<file path="src/rtl/memory_game_pkg.sv">
// Shared definitions for the memory-game block: board geometry, FSM
// encoding and the card-to-pixel position helper.
package memory_game_pkg;

  localparam int NUM_CARDS = 16;
  localparam int NUM_PAIRS = 8;
  localparam int GRID_COLS = 4;
  localparam int PAIR_ID_W = 4;

  typedef enum logic [2:0] {
    ST_IDLE   = 3'd0,
    ST_ONE_UP = 3'd1,
    ST_CHECK  = 3'd2,
    ST_HOLD   = 3'd3,
    ST_DONE   = 3'd4
  } state_t;

  // Pixel offset of a row/column index; 11-bit wrap is intentional, the
  // geometry parameters are expected to keep every card below 2048.
  function automatic logic [10:0] card_pos(input logic [10:0] base,
                                           input logic [1:0]  k,
                                           input logic [10:0] pitch);
    return base + 11'(k) * pitch;
  endfunction

endpackage

</file>
<file path="src/rtl/frame_sync_reg.sv">
// Shadow register that only loads on a rising edge of vblnk, so downstream
// frame-rate consumers never see a mid-frame update. i_clr forces the bits
// selected by CLR_MASK to zero (clear wins over a simultaneous load).
module frame_sync_reg #(
  parameter int           W        = 23,
  parameter logic [W-1:0] CLR_MASK = '0
) (
  input  logic         i_clk,
  input  logic         i_rst_n,
  input  logic         i_vblnk,
  input  logic         i_clr,
  input  logic [W-1:0] i_d,
  output logic [W-1:0] o_q
);

  logic         r_vblnk_d;
  logic [W-1:0] r_q;
  logic         w_rise;
  logic [W-1:0] w_load;

  assign w_rise = i_vblnk & ~r_vblnk_d;
  assign w_load = w_rise ? i_d : r_q;

  // vblnk history plus shadow load on the blanking edge
  always_ff @(posedge i_clk or negedge i_rst_n) begin
    if (!i_rst_n) begin
      r_vblnk_d <= 1'b0;
      r_q       <= '0;
    end else begin
      r_vblnk_d <= i_vblnk;
      if (i_clr) r_q <= w_load & ~CLR_MASK;
      else       r_q <= w_load;
    end
  end

  assign o_q = r_q;

endmodule

</file>
<file path="src/rtl/card_select_ctl.sv">
// Memory-game controller: accepts card clicks, sequences reveal / compare /
// hold / hide, tracks face-up and matched masks and drives a frame-synchronous
// highlight rectangle. Optional feature macro: MISS_COUNTER_EN adds the
// miss_count port with an 8-bit saturating mismatch counter.
module card_select_ctl
  import memory_game_pkg::*;
#(
  parameter int GRID_X      = 112,
  parameter int GRID_Y      = 84,
  parameter int CARD_W      = 180,
  parameter int CARD_H      = 140,
  parameter int GAP         = 20,
  parameter int HOLD_CYCLES = 65_000_000
) (
  input  logic                              pclk,
  input  logic                              rst_n,
  input  logic [NUM_CARDS*PAIR_ID_W-1:0]    board_values,
  input  logic                              restart,
  input  logic                              click_valid,
  input  logic [3:0]                        click_idx,
  output logic                              click_ack,
  output logic [NUM_CARDS-1:0]              revealed_mask,
  output logic [NUM_CARDS-1:0]              matched_mask,
  output logic [3:0]                        pairs_found,
  output logic                              game_done,
  input  logic                              vblnk,
  output logic [10:0]                       rect_x,
  output logic [10:0]                       rect_y,
  output logic                              rect_en
`ifdef MISS_COUNTER_EN
  ,output logic [7:0]                       miss_count
`endif
);

  // Counter holds HOLD_CYCLES-1 down to 0, i.e. HOLD_CYCLES cycles in HOLD
  localparam int HCW = (HOLD_CYCLES > 1) ? $clog2(HOLD_CYCLES) : 1;

  state_t                 r_state, w_state_nxt;
  logic [NUM_CARDS-1:0]   r_revealed, r_matched;
  logic [3:0]             r_pairs;
  logic [3:0]             r_first, r_second;
  logic [HCW-1:0]         r_hold;
  logic                   r_ack;
  logic [10:0]            r_pend_x, r_pend_y;
  logic                   w_click_ok, w_pair_eq, w_pend_en;
  logic [22:0]            w_rect;
`ifdef MISS_COUNTER_EN
  logic [7:0]             r_miss;
`endif

  assign w_click_ok = click_valid &&
                      (r_state == ST_IDLE || r_state == ST_ONE_UP) &&
                      !r_revealed[click_idx] && !r_matched[click_idx];
  assign w_pair_eq  = board_values[{r_first, 2'b00} +: PAIR_ID_W] ==
                      board_values[{r_second, 2'b00} +: PAIR_ID_W];
  assign w_pend_en  = (r_state == ST_ONE_UP) || (r_state == ST_CHECK) ||
                      (r_state == ST_HOLD);

  // State register
  always_ff @(posedge pclk or negedge rst_n) begin
    if (!rst_n) r_state <= ST_IDLE;
    else        r_state <= w_state_nxt;
  end

  // Next-state: restart overrides everything, CHECK always resolves in one cycle
  always_comb begin
    w_state_nxt = r_state;
    if (restart) begin
      w_state_nxt = ST_IDLE;
    end else begin
      case (r_state)
        ST_IDLE:   if (w_click_ok) w_state_nxt = ST_ONE_UP;
        ST_ONE_UP: if (w_click_ok) w_state_nxt = ST_CHECK;
        ST_CHECK:  if (!w_pair_eq) w_state_nxt = ST_HOLD;
                   else if (r_pairs == 4'(NUM_PAIRS - 1)) w_state_nxt = ST_DONE;
                   else w_state_nxt = ST_IDLE;
        ST_HOLD:   if (r_hold == '0) w_state_nxt = ST_IDLE;
        ST_DONE:   w_state_nxt = ST_DONE;
        default:   w_state_nxt = ST_IDLE;
      endcase
    end
  end

  // Board masks, stored pair, hold timer and pending highlight
  always_ff @(posedge pclk or negedge rst_n) begin
    if (!rst_n) begin
      r_revealed <= '0;
      r_matched  <= '0;
      r_pairs    <= '0;
      r_first    <= '0;
      r_second   <= '0;
      r_hold     <= '0;
      r_ack      <= 1'b0;
      r_pend_x   <= '0;
      r_pend_y   <= '0;
`ifdef MISS_COUNTER_EN
      r_miss     <= '0;
`endif
    end else if (restart) begin
      r_revealed <= '0;
      r_matched  <= '0;
      r_pairs    <= '0;
      r_hold     <= '0;
      r_ack      <= 1'b0;
      r_pend_x   <= '0;
      r_pend_y   <= '0;
`ifdef MISS_COUNTER_EN
      r_miss     <= '0;
`endif
    end else begin
      r_ack <= w_click_ok;
      if (w_click_ok) begin
        r_revealed[click_idx] <= 1'b1;
        if (r_state == ST_IDLE) r_first  <= click_idx;
        else                    r_second <= click_idx;
        r_pend_x <= card_pos(11'(GRID_X), click_idx[1:0], 11'(CARD_W + GAP));
        r_pend_y <= card_pos(11'(GRID_Y), click_idx[3:2], 11'(CARD_H + GAP));
      end
      if (r_state == ST_CHECK) begin
        if (w_pair_eq) begin
          r_revealed[r_first]  <= 1'b0;
          r_revealed[r_second] <= 1'b0;
          r_matched[r_first]   <= 1'b1;
          r_matched[r_second]  <= 1'b1;
          r_pairs              <= r_pairs + 4'd1;
        end else begin
          r_hold <= HCW'(HOLD_CYCLES - 1);
`ifdef MISS_COUNTER_EN
          if (r_miss != 8'hFF) r_miss <= r_miss + 8'd1;
`endif
        end
      end
      if (r_state == ST_HOLD) begin
        if (r_hold == '0) begin
          r_revealed[r_first]  <= 1'b0;
          r_revealed[r_second] <= 1'b0;
        end else begin
          r_hold <= r_hold - 1'b1;
        end
      end
    end
  end

  frame_sync_reg #(.W(23), .CLR_MASK(23'h1)) u_fsync (
    .i_clk   (pclk),
    .i_rst_n (rst_n),
    .i_vblnk (vblnk),
    .i_clr   (restart),
    .i_d     ({r_pend_x, r_pend_y, w_pend_en}),
    .o_q     (w_rect)
  );

  assign click_ack     = r_ack;
  assign revealed_mask = r_revealed;
  assign matched_mask  = r_matched;
  assign pairs_found   = r_pairs;
  assign game_done     = (r_state == ST_DONE);
  assign rect_x        = w_rect[22:12];
  assign rect_y        = w_rect[11:1];
  assign rect_en       = w_rect[0];
`ifdef MISS_COUNTER_EN
  assign miss_count    = r_miss;
`endif

endmodule
</file>
<file path="config.mk">
export PLATFORM = sky130hd
export DESIGN_NAME = card_select_ctl
export DESIGN_NICKNAME = d
export VERILOG_FILES = /design/src/rtl/memory_game_pkg.sv /design/src/rtl/frame_sync_reg.sv /design/src/rtl/card_select_ctl.sv
export SDC_FILE = /design/constraint.sdc
export NUM_CORES = 1
export LEC_CHECK = 0
export BUFFER_PORTS_ARGS = -buffer_cell sky130_fd_sc_hd__buf_4
export CAP_MARGIN = 0
export CORE_ASPECT_RATIO = 0.8
export CORE_MARGIN = 5
export CORE_UTILIZATION = 56
export DETAILED_ROUTE_END_ITERATION = 8
export GPL_TIMING_DRIVEN = 0
export PLACE_DENSITY_LB_ADDON = 0.08
export SYNTH_ARGS = -nofsm -noshare
export SYNTH_HDL_FRONTEND = slang
export SYNTH_SLANG_ARGS = --single-unit
</file>
<file path="constraint.sdc">
create_clock -name pclk -period 3.1 [get_ports pclk]
set_input_delay 0.465 -clock pclk [delete_from_list [all_inputs] [get_ports pclk]]
set_output_delay 0.465 -clock pclk [all_outputs]
set_load 0.005 [all_outputs]
</file>
==> flow_summary_export.csv <==
group,metric,value,unit
status,status,"finished, final reports clean",
routing,dr.pass1.iters,5,
finish,multi_input_area,3567,um2
clocking,clock_path_buffers,2,
clocking,post_cts_buffers,0,
sta,layout_min_cycle_time,2.921,ns
finish,antenna_cells,0,
setup_path,end_kind,"flip-flop",
global_routing,grt-ovfl-total,0,
logic_synthesis,synth_edf_count,0,
power_and_ir_drop,cellLeakagePower,3.663,nW
sta,slew_viol_final,0,
hold_path,hold_class,"in2async",
clocking,clock_sinks,102,
sta,slew_headroom,37.97,%
setup_path,path_max_fanout,10,
clocking,cts_made_buffers,9,
clocking,cts_resized,0,
logic_synthesis,ys_ff_latch,102,
placement,port_buffers,126,
routing,antenna_left,0,
sta,setup_viol,0,
sta,finalHoldViolations,0,
clocking,cts_root_buf,"clkbuf_16",
placement,gp_congestion,0.9195,
placement,hpwlAfterDp,13.91,mm
logic_synthesis,synth_cell_types,57,
global_routing,grt_pass1_wl,29.99,mm
routing,wirelength,18.48,mm
clocking,insertion_delay,0.35,ns
finish,seqCellArea,2552,um2
die,dieArea,13750,um2
logic_synthesis,netlist_area,6434,um2
setup_path,cp_data_arrival_time,3.15,ns
sta,skew,0.01097,ns
routing,drc,0,
global_routing,antenna_found_initial,0,
sta,final.period_utilization,94.22,%
finish,drive_gt1_share,30.88,%
finish,nets,856,
global_routing,grt_max_degree,103,
finish,syn_to_final_growth,22.85,%
sta,max_freq,342.4,MHz
finish,layout_common_cells,"136 x buf_4, 102 x dfrtp_1, 67 x nor2_1",
flow_run,drv_cap,0,
logic_synthesis,synth_top_area_share,39.67,%
setup_path,critPathRequiredTime,3.33,ns
sta,rsz0062_at_grt,"false",
routing,drt_iter0_markers,504,
routing,vias_per_cell,6.236,
clocking,path_clk_slew,0.08,ns
logic_synthesis,synth.area.top_cells,"dfrtp_1 40%, mux4_2 12%, nor2_1 4.0%",
clocking,hold_buffers,0,
setup_path,cp_num_buf_inv,3,
setup_path,cp-start-kind,"flip-flop",
setup_path,cp_top_family,"simple AND/OR/NAND/NOR gates",
clocking,cts_tree,"built",
die,die_w,129.8,um
die,num_rows,35,
global_routing,grt_pass1_vias,5734,
power_and_ir_drop,powerDensity,754.1,nW/um2
global_routing,grt_use_total,27.98,%
routing,num_vias,5750,
sta,fin_tns_setup,0,ns
logic_synthesis,yosysTopAreaCell,"dfrtp_1",
setup_path,path_class,"reg2reg",
logic_synthesis,synthArstFlopShare,100.0,%
die,io_pins,134,
finish,n_fill_cell,867,
finish,final_common_cell,"buf_4",
logic_synthesis,synth_warnings,0,
die,core-area,11390,um2
setup_path,cp_cell_sequence,"inv_1 -> ha_1 -> or4b_1 -> nor2_1 -> nand4_1 -> o21ba_2 -> clkbuf_1 -> buf_2 -> o31a_1",
logic_synthesis,avgSynthCellArea,10.26,um2
power_and_ir_drop,ir_worst_vdd,415.8,uV
logic_synthesis,syn_inst,627,
setup_path,rrSetupSlack,0.18,ns
die,initial_core_util,56.51,%
setup_path,slowest_delay,0.54,ns
die,die_height,105.9,um
sta,hold_slack,0.2066,ns
logic_synthesis,seq_area_frac_synth,39.67,%
sta,worst_pin_slew,0.9304,ns
setup_path,cp_slowest_cell,"or4b_1",
logic_synthesis,synth_flop_cell,"dfrtp_1",
routing,wl_per_cell,20.04,um
clocking,ctsHtreeMaxLevel,3,
[synthesized netlist by cell type, drive strengths merged (3+ instances only)]
cell type / number
xor2: 12
or3: 4
nor4: 10
or2: 4
a211oi: 5
nand3: 24
clkbuf: 29
a32o: 4
a31oi: 8
mux2i: 11
and3: 8
mux2: 22
a2bb2oi: 5
nor2b: 16
a22oi: 18
ha: 14
xnor2: 6
o31a: 18
a21oi: 38
o32ai: 4
nor3: 19
o21ai: 7
and2: 4
buf: 27
dfrtp: 102
o311a: 3
or4: 3
o2bb2ai: 10
nor2: 69
nand2: 46
mux4: 34
inv: 13
o21a: 13
[per-layer routing]
layer	up-vias	wire length, um	GRT usage, %
li1	2590	-	-
met4	0	290	7.122
met1	2838	7663	38.61
met2	291	8743	44.52
met3	31	1784	6.890
met5	-	0	0
[cell type report]
class	count	area share (%)
sequential	102	32.29
inverter	13	0.6174
clock buffer	9	2.849
timing repair buffer	126	12.02
buffer	55	3.752
clock inverter	7	0.9973
multi-input combinational	462	45.13
tap	148	2.343
[report_power, final]
part | switching, W | internal (W)
clock network | 0.000531 | 0.000638
logic | 0.00177 | 0.00133
registers | 0.000190 | 0.00150
[sequential cells by signal (all words and copies together), names as in the netlist, 3 cells and up]
name	cells
r_first	4
r_pend_y	6
revealed_mask	16
r_second	4
matched_mask	16
r_pend_x	7
r_hold	26
u_fsync.o_q	14
pairs_found	4
r_state	3
[cells by family after synthesis]
kind of cell               share of synthesized area [%]
xor gates and xnor gates                           2.450
buffers and inverters                              5.406
muxes                                              17.46
adders and majority gates                          2.723
DFF                                                39.67
and+or+nand+nor                                    16.30
AOI/OAI and AO/OA                                  15.93
other                                            0.05829
[per-stage QoR]
step | worst slack [ns] | area, um2 | instances | utilization [%] | total power (W)
after floorplan | 0.5605 | 6456 | 633 | - | 0.003961
after global placement | -0.07968 | 7587 | 907 | 66.64 | 0.004652
after detailed placement | -0.1378 | 7587 | 907 | 66.64 | 0.004757
after CTS | 0.001012 | 7891 | 923 | 69.31 | 0.005934
after global routing | 0.00009526 | 7904 | 922 | 69.42 | 0.006323
final | 0.1792 | 7904 | 922 | 69.42 | 0.005961
[path summary, 6_finish.rpt]
path                                           to  depth (start not counted)        start
worst max-delay path                   r_hold[14]                          9    r_hold[0]
worst min-delay path              matched_mask[1]                          1        rst_n
worst max register to register         r_hold[14]                          9    r_hold[0]
worst min register to register        r_pend_y[4]                          2  r_pend_y[4]
max in group asynchronous              r_hold[14]                          1        rst_n
min in group pclk               u_fsync.r_vblnk_d                          1        vblnk
Power figures use the tool's default switching activity.
